File: config.mk
export PLATFORM = sky130hd
export DESIGN_NAME = pe_mac_sequencer_flat
export DESIGN_NICKNAME = d
export VERILOG_FILES = /design/src/rtl/pe_seq_pkg.sv /design/src/rtl/pe_mac_sequencer_if.sv /design/src/rtl/pe_seq_watchdog.sv /design/src/rtl/pe_mac_sequencer.sv /design/src/flat_wrapper.sv
export SDC_FILE = /design/constraint.sdc
export NUM_CORES = 1
export LEC_CHECK = 0
export BUFFER_PORTS_ARGS = -buffer_cell sky130_fd_sc_hd__buf_2
export CAP_MARGIN = 10
export CORE_ASPECT_RATIO = 0.75
export CORE_MARGIN = 5
export CORE_UTILIZATION = 28
export DETAILED_ROUTE_END_ITERATION = 10
export HOLD_SLACK_MARGIN = 0.08
export SYNTH_ARGS = -nofsm -noshare
export SYNTH_HDL_FRONTEND = slang
export SYNTH_SLANG_ARGS = --single-unit
File: constraint.sdc
create_clock -name clk -period 2.95 [get_ports clk]
set_input_delay 0.1475 -clock clk [delete_from_list [all_inputs] [get_ports clk]]
set_output_delay 0.1475 -clock clk [all_outputs]
set_load 0.02 [all_outputs]
File: src/rtl/pe_seq_pkg.sv
// Shared types and constants for the PE MAC sequencer.
package pe_seq_pkg;

   localparam int          FP32_W    = 32;
   localparam logic [31:0] FP32_ZERO = 32'h0000_0000;

   typedef enum logic [2:0] {
      S_IDLE,
      S_FETCH,
      S_ISSUE,
      S_WAIT,
      S_DRAIN,
      S_DONE
   } seq_state_t;

endpackage

File: src/rtl/pe_mac_sequencer_if.sv
// Command, operand-stream, pe and result handshakes of the MAC sequencer.
interface pe_mac_sequencer_if #(
   parameter int LEN_W = 16
);
   import pe_seq_pkg::*;

   logic              cmd_valid;
   logic              cmd_ready;
   logic [LEN_W-1:0]  cmd_len;
   logic [FP32_W-1:0] cmd_init;

   logic              op_valid;
   logic              op_ready;
   logic [FP32_W-1:0] op_a;
   logic [FP32_W-1:0] op_b;

   logic              pe_in_valid;
   logic [FP32_W-1:0] pe_a_bits;
   logic [FP32_W-1:0] pe_b_bits;
   logic [FP32_W-1:0] pe_psum_in;
   logic              pe_out_valid;
   logic [FP32_W-1:0] pe_psum_out;

   logic              res_valid;
   logic              res_ready;
   logic [FP32_W-1:0] res_bits;
   logic              res_err;

   logic              busy;

   // master is the sequencer itself
   modport master (
      input  cmd_valid, cmd_len, cmd_init,
      output cmd_ready,
      input  op_valid, op_a, op_b,
      output op_ready,
      output pe_in_valid, pe_a_bits, pe_b_bits, pe_psum_in,
      input  pe_out_valid, pe_psum_out,
      output res_valid, res_bits, res_err,
      input  res_ready,
      output busy
   );

   modport slave (
      output cmd_valid, cmd_len, cmd_init,
      input  cmd_ready,
      output op_valid, op_a, op_b,
      input  op_ready,
      input  pe_in_valid, pe_a_bits, pe_b_bits, pe_psum_in,
      output pe_out_valid, pe_psum_out,
      input  res_valid, res_bits, res_err,
      output res_ready,
      input  busy
   );

endinterface

File: src/rtl/pe_seq_watchdog.sv
// Cycle counter bounding how long the sequencer waits for a pe completion.
module pe_seq_watchdog #(
   parameter int TIMEOUT_CYC = 4096
) (
   input  logic clk,
   input  logic rst_n,
   input  logic clear,
   input  logic enable,
   output logic expired
);

   localparam int               CNT_W = $clog2(TIMEOUT_CYC + 1);
   localparam logic [CNT_W-1:0] LAST  = CNT_W'(TIMEOUT_CYC - 1);

   logic [CNT_W-1:0] count_reg;

   // Fires on the TIMEOUT_CYC-th enabled cycle after a clear
   assign expired = enable && (count_reg == LAST);

   always_ff @(posedge clk or negedge rst_n) begin
      if (!rst_n) begin
         count_reg <= '0;
      end else if (clear) begin
         count_reg <= '0;
      end else if (enable && !expired) begin
         count_reg <= count_reg + 1'b1;
      end
   end

endmodule

File: src/rtl/pe_mac_sequencer.sv
// Sequences one dot-product job through a single pe, chaining psum_out back into psum_in.
module pe_mac_sequencer
   import pe_seq_pkg::*;
#(
   parameter int LEN_W       = 16,
   parameter int TIMEOUT_CYC = 4096
) (
   input logic                clk,
   input logic                rst_n,
   pe_mac_sequencer_if.master seq
);

   seq_state_t        state_reg, state_next;
   logic [FP32_W-1:0] acc_reg, acc_next;
   logic [FP32_W-1:0] a_reg, a_next;
   logic [FP32_W-1:0] b_reg, b_next;
   logic [LEN_W-1:0]  len_reg, len_next;
   logic [LEN_W-1:0]  cnt_reg, cnt_next;
   logic              err_reg, err_next;
   logic              in_valid_reg;
   logic              res_valid_reg;

   logic              wd_clear;
   logic              wd_enable;
   logic              wd_expired;
   logic [LEN_W:0]    cnt_inc;
   logic              last_term;
   logic              res_hs;

   // One extra bit so K = 2^LEN_W-1 completes without wrapping
   assign cnt_inc   = {1'b0, cnt_reg} + 1'b1;
   assign last_term = (cnt_inc == {1'b0, len_reg});
   assign res_hs    = res_valid_reg && seq.res_ready;

   pe_seq_watchdog #(
      .TIMEOUT_CYC (TIMEOUT_CYC)
   ) u_watchdog (
      .clk     (clk),
      .rst_n   (rst_n),
      .clear   (wd_clear),
      .enable  (wd_enable),
      .expired (wd_expired)
   );

   always_comb begin
      state_next = state_reg;
      acc_next   = acc_reg;
      a_next     = a_reg;
      b_next     = b_reg;
      len_next   = len_reg;
      cnt_next   = cnt_reg;
      err_next   = err_reg;
      wd_clear   = 1'b0;
      wd_enable  = 1'b0;
      unique case (state_reg)
         S_IDLE: begin
            if (seq.cmd_valid) begin
               acc_next   = seq.cmd_init;
               len_next   = seq.cmd_len;
               cnt_next   = '0;
               err_next   = 1'b0;
               state_next = (seq.cmd_len == '0) ? S_DONE : S_FETCH;
            end
         end
         S_FETCH: begin
            if (seq.op_valid) begin
               a_next     = seq.op_a;
               b_next     = seq.op_b;
               state_next = S_ISSUE;
            end
         end
         S_ISSUE: begin
            wd_clear   = 1'b1;
            state_next = S_WAIT;
         end
         S_WAIT: begin
            wd_enable = 1'b1;
            // A completion in the same cycle as the timeout takes priority
            if (seq.pe_out_valid) begin
               acc_next   = seq.pe_psum_out;
               cnt_next   = cnt_inc[LEN_W-1:0];
               state_next = last_term ? S_DONE : S_FETCH;
            end else if (wd_expired) begin
               err_next   = 1'b1;
               cnt_next   = cnt_inc[LEN_W-1:0];
               state_next = last_term ? S_DONE : S_DRAIN;
            end
         end
         S_DRAIN: begin
            // Swallow the aborted job's remaining pairs to stay aligned to job boundaries
            if (seq.op_valid) begin
               cnt_next = cnt_inc[LEN_W-1:0];
               if (last_term) begin
                  state_next = S_DONE;
               end
            end
         end
         S_DONE: begin
            if (res_hs) begin
               state_next = S_IDLE;
            end
         end
         default: begin
            state_next = S_IDLE;
         end
      endcase
   end

   always_ff @(posedge clk or negedge rst_n) begin
      if (!rst_n) begin
         state_reg     <= S_IDLE;
         acc_reg       <= FP32_ZERO;
         a_reg         <= FP32_ZERO;
         b_reg         <= FP32_ZERO;
         len_reg       <= '0;
         cnt_reg       <= '0;
         err_reg       <= 1'b0;
         in_valid_reg  <= 1'b0;
         res_valid_reg <= 1'b0;
      end else begin
         state_reg     <= state_next;
         acc_reg       <= acc_next;
         a_reg         <= a_next;
         b_reg         <= b_next;
         len_reg       <= len_next;
         cnt_reg       <= cnt_next;
         err_reg       <= err_next;
         in_valid_reg  <= (state_reg == S_ISSUE);
         res_valid_reg <= (state_reg == S_DONE) && !res_hs;
      end
   end

   assign seq.cmd_ready   = (state_reg == S_IDLE);
   assign seq.op_ready    = (state_reg == S_FETCH) || (state_reg == S_DRAIN);
   assign seq.pe_in_valid = in_valid_reg;
   assign seq.pe_a_bits   = a_reg;
   assign seq.pe_b_bits   = b_reg;
   assign seq.pe_psum_in  = acc_reg;
   assign seq.res_valid   = res_valid_reg;
   assign seq.res_bits    = acc_reg;
   assign seq.res_err     = err_reg;
   assign seq.busy        = (state_reg != S_IDLE);

endmodule

File: src/flat_wrapper.sv
// flat-port wrapper written by rule: the top's interface ports become plain ports
module pe_mac_sequencer_flat import pe_seq_pkg::*;
#(
   parameter int LEN_W       = 16,
   parameter int TIMEOUT_CYC = 4096
)
  (clk, rst_n, seq_cmd_valid, seq_cmd_len, seq_cmd_init, seq_cmd_ready, seq_op_valid, seq_op_a, seq_op_b, seq_op_ready, seq_pe_in_valid, seq_pe_a_bits, seq_pe_b_bits, seq_pe_psum_in, seq_pe_out_valid, seq_pe_psum_out, seq_res_valid, seq_res_bits, seq_res_err, seq_res_ready, seq_busy);
  pe_mac_sequencer_if #(.LEN_W(LEN_W)) seq_i ();
  input logic clk;
  input logic rst_n;
  input wire logic [$bits(seq_i.cmd_valid)-1:0] seq_cmd_valid;
  input wire logic [$bits(seq_i.cmd_len)-1:0] seq_cmd_len;
  input wire logic [$bits(seq_i.cmd_init)-1:0] seq_cmd_init;
  output wire logic [$bits(seq_i.cmd_ready)-1:0] seq_cmd_ready;
  input wire logic [$bits(seq_i.op_valid)-1:0] seq_op_valid;
  input wire logic [$bits(seq_i.op_a)-1:0] seq_op_a;
  input wire logic [$bits(seq_i.op_b)-1:0] seq_op_b;
  output wire logic [$bits(seq_i.op_ready)-1:0] seq_op_ready;
  output wire logic [$bits(seq_i.pe_in_valid)-1:0] seq_pe_in_valid;
  output wire logic [$bits(seq_i.pe_a_bits)-1:0] seq_pe_a_bits;
  output wire logic [$bits(seq_i.pe_b_bits)-1:0] seq_pe_b_bits;
  output wire logic [$bits(seq_i.pe_psum_in)-1:0] seq_pe_psum_in;
  input wire logic [$bits(seq_i.pe_out_valid)-1:0] seq_pe_out_valid;
  input wire logic [$bits(seq_i.pe_psum_out)-1:0] seq_pe_psum_out;
  output wire logic [$bits(seq_i.res_valid)-1:0] seq_res_valid;
  output wire logic [$bits(seq_i.res_bits)-1:0] seq_res_bits;
  output wire logic [$bits(seq_i.res_err)-1:0] seq_res_err;
  input wire logic [$bits(seq_i.res_ready)-1:0] seq_res_ready;
  output wire logic [$bits(seq_i.busy)-1:0] seq_busy;
  assign seq_i.cmd_valid = seq_cmd_valid;
  assign seq_i.cmd_len = seq_cmd_len;
  assign seq_i.cmd_init = seq_cmd_init;
  assign seq_cmd_ready = seq_i.cmd_ready;
  assign seq_i.op_valid = seq_op_valid;
  assign seq_i.op_a = seq_op_a;
  assign seq_i.op_b = seq_op_b;
  assign seq_op_ready = seq_i.op_ready;
  assign seq_pe_in_valid = seq_i.pe_in_valid;
  assign seq_pe_a_bits = seq_i.pe_a_bits;
  assign seq_pe_b_bits = seq_i.pe_b_bits;
  assign seq_pe_psum_in = seq_i.pe_psum_in;
  assign seq_i.pe_out_valid = seq_pe_out_valid;
  assign seq_i.pe_psum_out = seq_pe_psum_out;
  assign seq_res_valid = seq_i.res_valid;
  assign seq_res_bits = seq_i.res_bits;
  assign seq_res_err = seq_i.res_err;
  assign seq_i.res_ready = seq_res_ready;
  assign seq_busy = seq_i.busy;
  pe_mac_sequencer #(.LEN_W(LEN_W), .TIMEOUT_CYC(TIMEOUT_CYC)) u_core (.clk(clk), .rst_n(rst_n), .seq(seq_i));
endmodule
==> reports/qor.yml, run 1 <==
setup_path:
  critPathMaxFanout: 33
  crit_type: "reg -> reg"
  cp.required_ns: 3.23
  critPathTopFamily: "buffers and inverters"
  worstReg2RegEnd: "u_core.seq.pe_psum_in[6]"
  cp_slowest_stage_delay_ns: 0.61
  r2r_cells: 6
  critPathSlowestCell: "dlygate4sd3_1"
  r2r_slack_ns: 0.43
  cp_data_arrival_time_ns: 2.80
  path_cells: "nor2b_1 > nand2_2 > buf_4 > mux2i_1 > dlygate4sd3_1 > o21ai_1"
  r2r_start: "u_core.state_reg[2]"
  critPathBufInv: 2
  critPathCaptureType: "register"
  cp-start-kind: "register"
sta:
  max_slew_margin_pct: 53.43
  setup_viol: 0
  final_hold_viol_count: 0
  achievable-frequency_mhz: 396.8
  report.final.slew_viol_count: 0
  tightest_slew_ns: 0.6985
  clock-skew-final_ns: 0.01168
  setup_slack_ns: 0.4299
  period_minus_slack_ns: 2.520
  rsz0062_at_grt: "no"
  setup-tns-final_ns: 0
  min_period_over_period_pct: 85.43
synth:
  synth_top_cell_by_area: "dfrtp_1"
  netlist_instances: 625
  ys_seq_elements: 147
  synth.area.top_cells: "dfrtp_1, mux2_1, mux2i_1"
  synthArstFlopShare_pct: 100.0
  synth_top_flop_cell: "dfrtp_1"
  synth-edff-count: 0
  netlist_area_um2: 7082
  syn-mean-instance-area_um2: 11.33
  synth_cell_type_count: 53
  synth.yosys.warnings: 0
  yosysTopAreaCellShare_pct: 51.94
  syn-num-nets: 777
  ys_seq_area_share_pct: 51.94
detailed_routing:
  route.detailed.drc: 0
  viasPerCell: 4.452
  dr.pass1.iters: 6
  wirelength_um: 21740
  route.antenna.remaining_nets: 0
  drt-initial-drc-count: 263
  num_vias: 6095
  detail_route.wl_per_cell_um: 15.88
die:
  fp.coreArea_um2: 24960
  die-width_um: 193.6
  initial_core_util_pct: 28.37
  rows: 50
  ios: 284
  die_area_um2: 28610
  die_h_um: 147.7
outcome:
  status: "complete, no violations"
clock_tree:
  numCtsBuffers: 17
  path_clk_slew_ns: 0.06
  cts_resized: 0
  cts_max_path_buffers: 2
  clock-sinks: 147
  clock_latency_ns: 0.43
  htreeDepth: 4
  cts_tree: "built"
  ctsRootBufferMaster: "clkbuf_16"
global_route:
  grt_max_degree: 74
  gr-total-overflow: 0
  grt_pass1_vias: 6400
  grt_pass1_wl_um: 35050
  track_usage_pct: 15.13
  antenna_found_initial: 0
hold_path:
  min_to: "u_core.seq.res_err"
  holdPathStages: 4
  worstHoldStart: "seq_pe_out_valid"
  min-delay-path-class: "in -> reg"
cells_and_area:
  n_antenna_cell: 0
  fillers: 2297
  fin_nets: 1171
  stdcell_area_um2: 10750
  fin_util_pct: 43.08
  syn2layout_area_growth_pct: 51.86
  drive_gt1_share_pct: 35.31
power:
  ir_drop_uv: 551.6
  p_per_area_nw_per_um2: 986.5
  p_leak_nw: 5.179
placement:
  place_area_um2: 8666
  place_congestion: 0.9067
  port_buffers: 283
  hpwlAfterDp_um: 14640
  dp_slack_ns: 0.5090
job:
  drv_cap: 0
routing by layer:
metal	part of all wire (%)	vias up	wire length [um]	GRT usage (%)
li1	-	2942	-	-
met1	44	2895	9538	18.78
met2	47	235	10170	24.89
met3	8.0	23	1746	5.628
met4	1.3	0	282	4.317
met5	0	-	0	0
cells by family after synthesis:
logic type,synth area share (%)
buffers and inverters,6.343
flip-flops,51.94
adder cells (fa/ha/maj),0.3533
XOR/XNOR,4.329
AO/OA/AOI/OAI,9.506
AND/OR/NAND/NOR,9.682
multiplexers,17.84
placed cells by master (no fill, tap or decap), types with 3 or more instances in the layout:
cell type / count
buf_2: 282
dfrtp_1: 147
dlygate4sd3_1: 146
mux2_1: 64
nand2_1: 53
o21ai_1: 44
nor2_1: 37
mux2i_1: 34
xnor2_1: 21
mux2_2: 18
clkbuf_16: 17
xor2_1: 14
o21ai_0: 14
buf_4: 13
nand3_1: 12
nand4_1: 11
a21oi_1: 10
inv_1: 8
o31ai_2: 8
a31oi_1: 6
nor2b_1: 5
nor3_1: 5
nand2b_1: 4
nor4_1: 4
bufinv_16: 4
and3_1: 3
clkbuf_8: 3
clkinv_2: 3
power breakdown:
| group | internal (W) | switching [W] |
|---|---|---|
| clock | 0.00148 | 0.000852 |
| combinational | 0.00196 | 0.00289 |
| sequential | 0.00286 | 0.000572 |
timing repair:
item | 4_1_cts | 5_1_grt
buffers inserted | 0 | 0
hold buffers | 146 | 0
endpoints found under the hold margin | 183 | 0
synth_stat cells, types with 8 or more instances:
| cell | number |
|---|---|
| clkbuf_1 | 17 |
| mux2i_1 | 34 |
| o21ai_1 | 44 |
| nor2_1 | 37 |
| buf_4 | 33 |
| xnor2_1 | 21 |
| a21oi_1 | 10 |
| mux2_2 | 18 |
| xor2_1 | 14 |
| o21ai_0 | 14 |
| buf_2 | 14 |
| o31ai_2 | 8 |
| mux2_1 | 64 |
| nand4_1 | 11 |
| dfrtp_1 | 147 |
| inv_1 | 8 |
| nand3_1 | 12 |
| nand2_1 | 54 |
worst max-delay path by stage:
stage / from / end / slack (ns) / cells past startpoint
2_1_floorplan: u_core.state_reg[1] / u_core.len_reg[10] / 0.75 / 8
3_3_place_gp: u_core.cnt_reg[2] / u_core.state_reg[2] / 0.57 / 7
3_5_place_dp: u_core.u_watchdog.count_reg[0] / u_core.cnt_reg[12] / 0.51 / 8
4_1_cts: u_core.state_reg[2] / u_core.seq.pe_psum_in[6] / 0.47 / 6
5_1_grt: u_core.state_reg[2] / u_core.seq.pe_psum_in[6] / 0.31 / 6
6_report: u_core.state_reg[2] / u_core.seq.pe_psum_in[6] / 0.43 / 6
cell type report:
class / instances / area (um^2) / share of cell area [%]
clock buffer: 22 / 474.2 / 4.410
clock inverter: 9 / 152.6 / 1.419
inverter: 9 / 33.78 / 0.3141
multi-input combinational: 400 / 2970 / 27.62
sequential: 147 / 3679 / 34.21
tap: 338 / 422.9 / 3.933
timing repair buffer: 444 / 3022 / 28.10
worst register-to-register path: stages, from the launching register on:
cell and delay, ns:
dfrtp_1 0.60, nor2b_1 0.14, nand2_2 0.13, buf_4 0.50, mux2i_1 0.33, dlygate4sd3_1 0.62, o21ai_1 0.06
metrics by stage:
step / hold WS (ns) / total power (W) / std cells
2_1_floorplan: -0.1481 / 0.006602 / 625
3_3_place_gp: 0.2348 / 0.007970 / 1192
3_5_place_dp: 0.2385 / 0.008028 / 1192
4_1_cts: 0.1456 / 0.01072 / 1369
5_1_grt: 0.1927 / 0.01127 / 1369
6_report: 0.1686 / 0.01061 / 1369
Power figures use the tool's default switching activity.
==> inputs of run 2 (changes only) <==
Settings changed: RECOVER_POWER set to 100.
==> reports/qor.yml, run 2 (synthesis gave the netlist of run 1 again) <==
outcome:
  status: "complete, but fails checks"
  violations: "capacitance limit, slew limit"
die:
  initial_core_util_pct: 28.37
  die-width_um: 193.6
  ios: 284
  rows: 50
  die_h_um: 147.7
  fp.coreArea_um2: 24960
  die_area_um2: 28610
sta:
  achievable-frequency_mhz: 390.9
  final_hold_viol_count: 0
  report.final.slew_viol_count: 73
  clock-skew-final_ns: 0.01017
  min_period_over_period_pct: 86.72
  period_minus_slack_ns: 2.558
  setup-tns-final_ns: 0
  rsz0062_at_grt: "no"
  max_slew_margin_pct: -27.91
  setup_viol: 0
  tightest_slew_ns: 1.919
  whs_ns: 0.1717
placement:
  hpwlAfterDp_um: 14640
  port_buffers: 283
  place_congestion: 0.9067
detailed_routing:
  route.detailed.drc: 0
  drt-initial-drc-count: 259
  num_vias: 6116
  dr.pass1.iters: 4
  route.antenna.remaining_nets: 0
  viasPerCell: 4.467
  detail_route.wl_per_cell_um: 15.92
  wirelength_um: 21800
clock_tree:
  cts_tree: "built"
  clock-sinks: 147
  post_cts_buffers: 0
  htreeDepth: 4
  ctsRootBufferMaster: "clkbuf_16"
  clock_latency_ns: 0.42
  path_clk_slew_ns: 0.06
  cts_max_path_buffers: 2
  numCtsBuffers: 17
global_route:
  grt_pass1_wl_um: 35050
  track_usage_pct: 15.13
  gr-total-overflow: 0
  grt_max_degree: 74
  antenna_found_initial: 0
  grt_pass1_vias: 6400
hold_path:
  worstHoldStart: "seq_pe_out_valid"
  min-delay-path-class: "in -> reg"
cells_and_area:
  drive_gt1_share_pct: 21.05
  final_cell_mix: "buf_2, dfrtp_1, dlygate4sd3_1"
  fin_nets: 1171
  final_common_cell: "buf_2"
  n_antenna_cell: 0
  syn2layout_area_growth_pct: 48.25
power:
  ir_drop_uv: 528.1
  p_per_area_nw_per_um2: 983.7
  p_leak_nw: 4.734
setup_path:
  critPathLaunch: "u_core.u_watchdog.count_reg[0]"
  cp-start-kind: "register"
  critPathMaxFanout: 19
  cp_data_arrival_time_ns: 2.87
  cp.required_ns: 3.26
  crit_type: "reg -> reg"
  r2r_start: "u_core.u_watchdog.count_reg[0]"
  critPathCaptureType: "register"
job:
  drv_cap: 1
==> run 2: power breakdown <==
part	internal, W	switching, W
Combinational	0.00167	0.00287
Clock	0.00148	0.000858
Sequential	0.00286	0.000599
Total	0.00600	0.00432
==> run 2: final cells by class <==
type                            count  area (um^2)
Clock inverter                      9        152.6
Multi-Input combinational cell    400         2907
Clock buffer                       22        474.2
Timing Repair Buffer              444         2830
Inverter                            9        33.78
Sequential cell                   147         3679
Tap cell                          338        422.9
Fill cell                        2397        14460
==> run 2: layer usage <==
layer | global-route usage, % | wire (um)
met1 | 18.78 | 9450
met3 | 5.628 | 1810
met4 | 4.317 | 307
met5 | 0 | 0
met2 | 24.89 | 10230
==> run 2: repair_timing <==
item / in CTS / in global routing
resized for setup: 0 / 0
hold endpoints to repair: 183 / 0
hold buffers: 146 / 0
==> run 2: metrics by stage <==
| step | area [um^2] | total power (W) | instances | util [%] | setup WS, ns |
|---|---|---|---|---|---|
| global route | 10500 | 0.01098 | 1369 | 42.06 | 0.1947 |
| finish | 10500 | 0.01033 | 1369 | 42.06 | 0.3917 |
| CTS | 10750 | 0.01072 | 1369 | 43.08 | 0.4670 |
| global placement | 8666 | 0.007970 | 1192 | 34.72 | 0.5715 |
| detailed placement | 8666 | 0.008028 | 1192 | 34.72 | 0.5090 |
| floorplan | 7082 | 0.006602 | 625 | - | 0.7524 |
==> run 2: path summary, 6_finish.rpt <==
kind                                           end  slack (ns)  cells after the start
min in group asynchronous  u_core.seq.pe_b_bits[8]        0.80                      2
max                             u_core.cnt_reg[12]        0.39                      8
max reg2reg                     u_core.cnt_reg[12]        0.39                      8
min                             u_core.seq.res_err        0.17                      4
max in group asynchronous        u_core.len_reg[8]        0.80                      3
min reg2reg                   u_core.seq.res_valid        0.47                      1
==> run 2: critical path, cell delays in order, from the launching register on <==
cell	delay, ns
dfrtp_1	0.42
ha_1	0.24
nand4_1	0.15
nor4_4	0.19
a21oi_1	0.30
a22o_4	0.43
or2_1	0.24
buf_4	0.19
o41ai_1	0.26
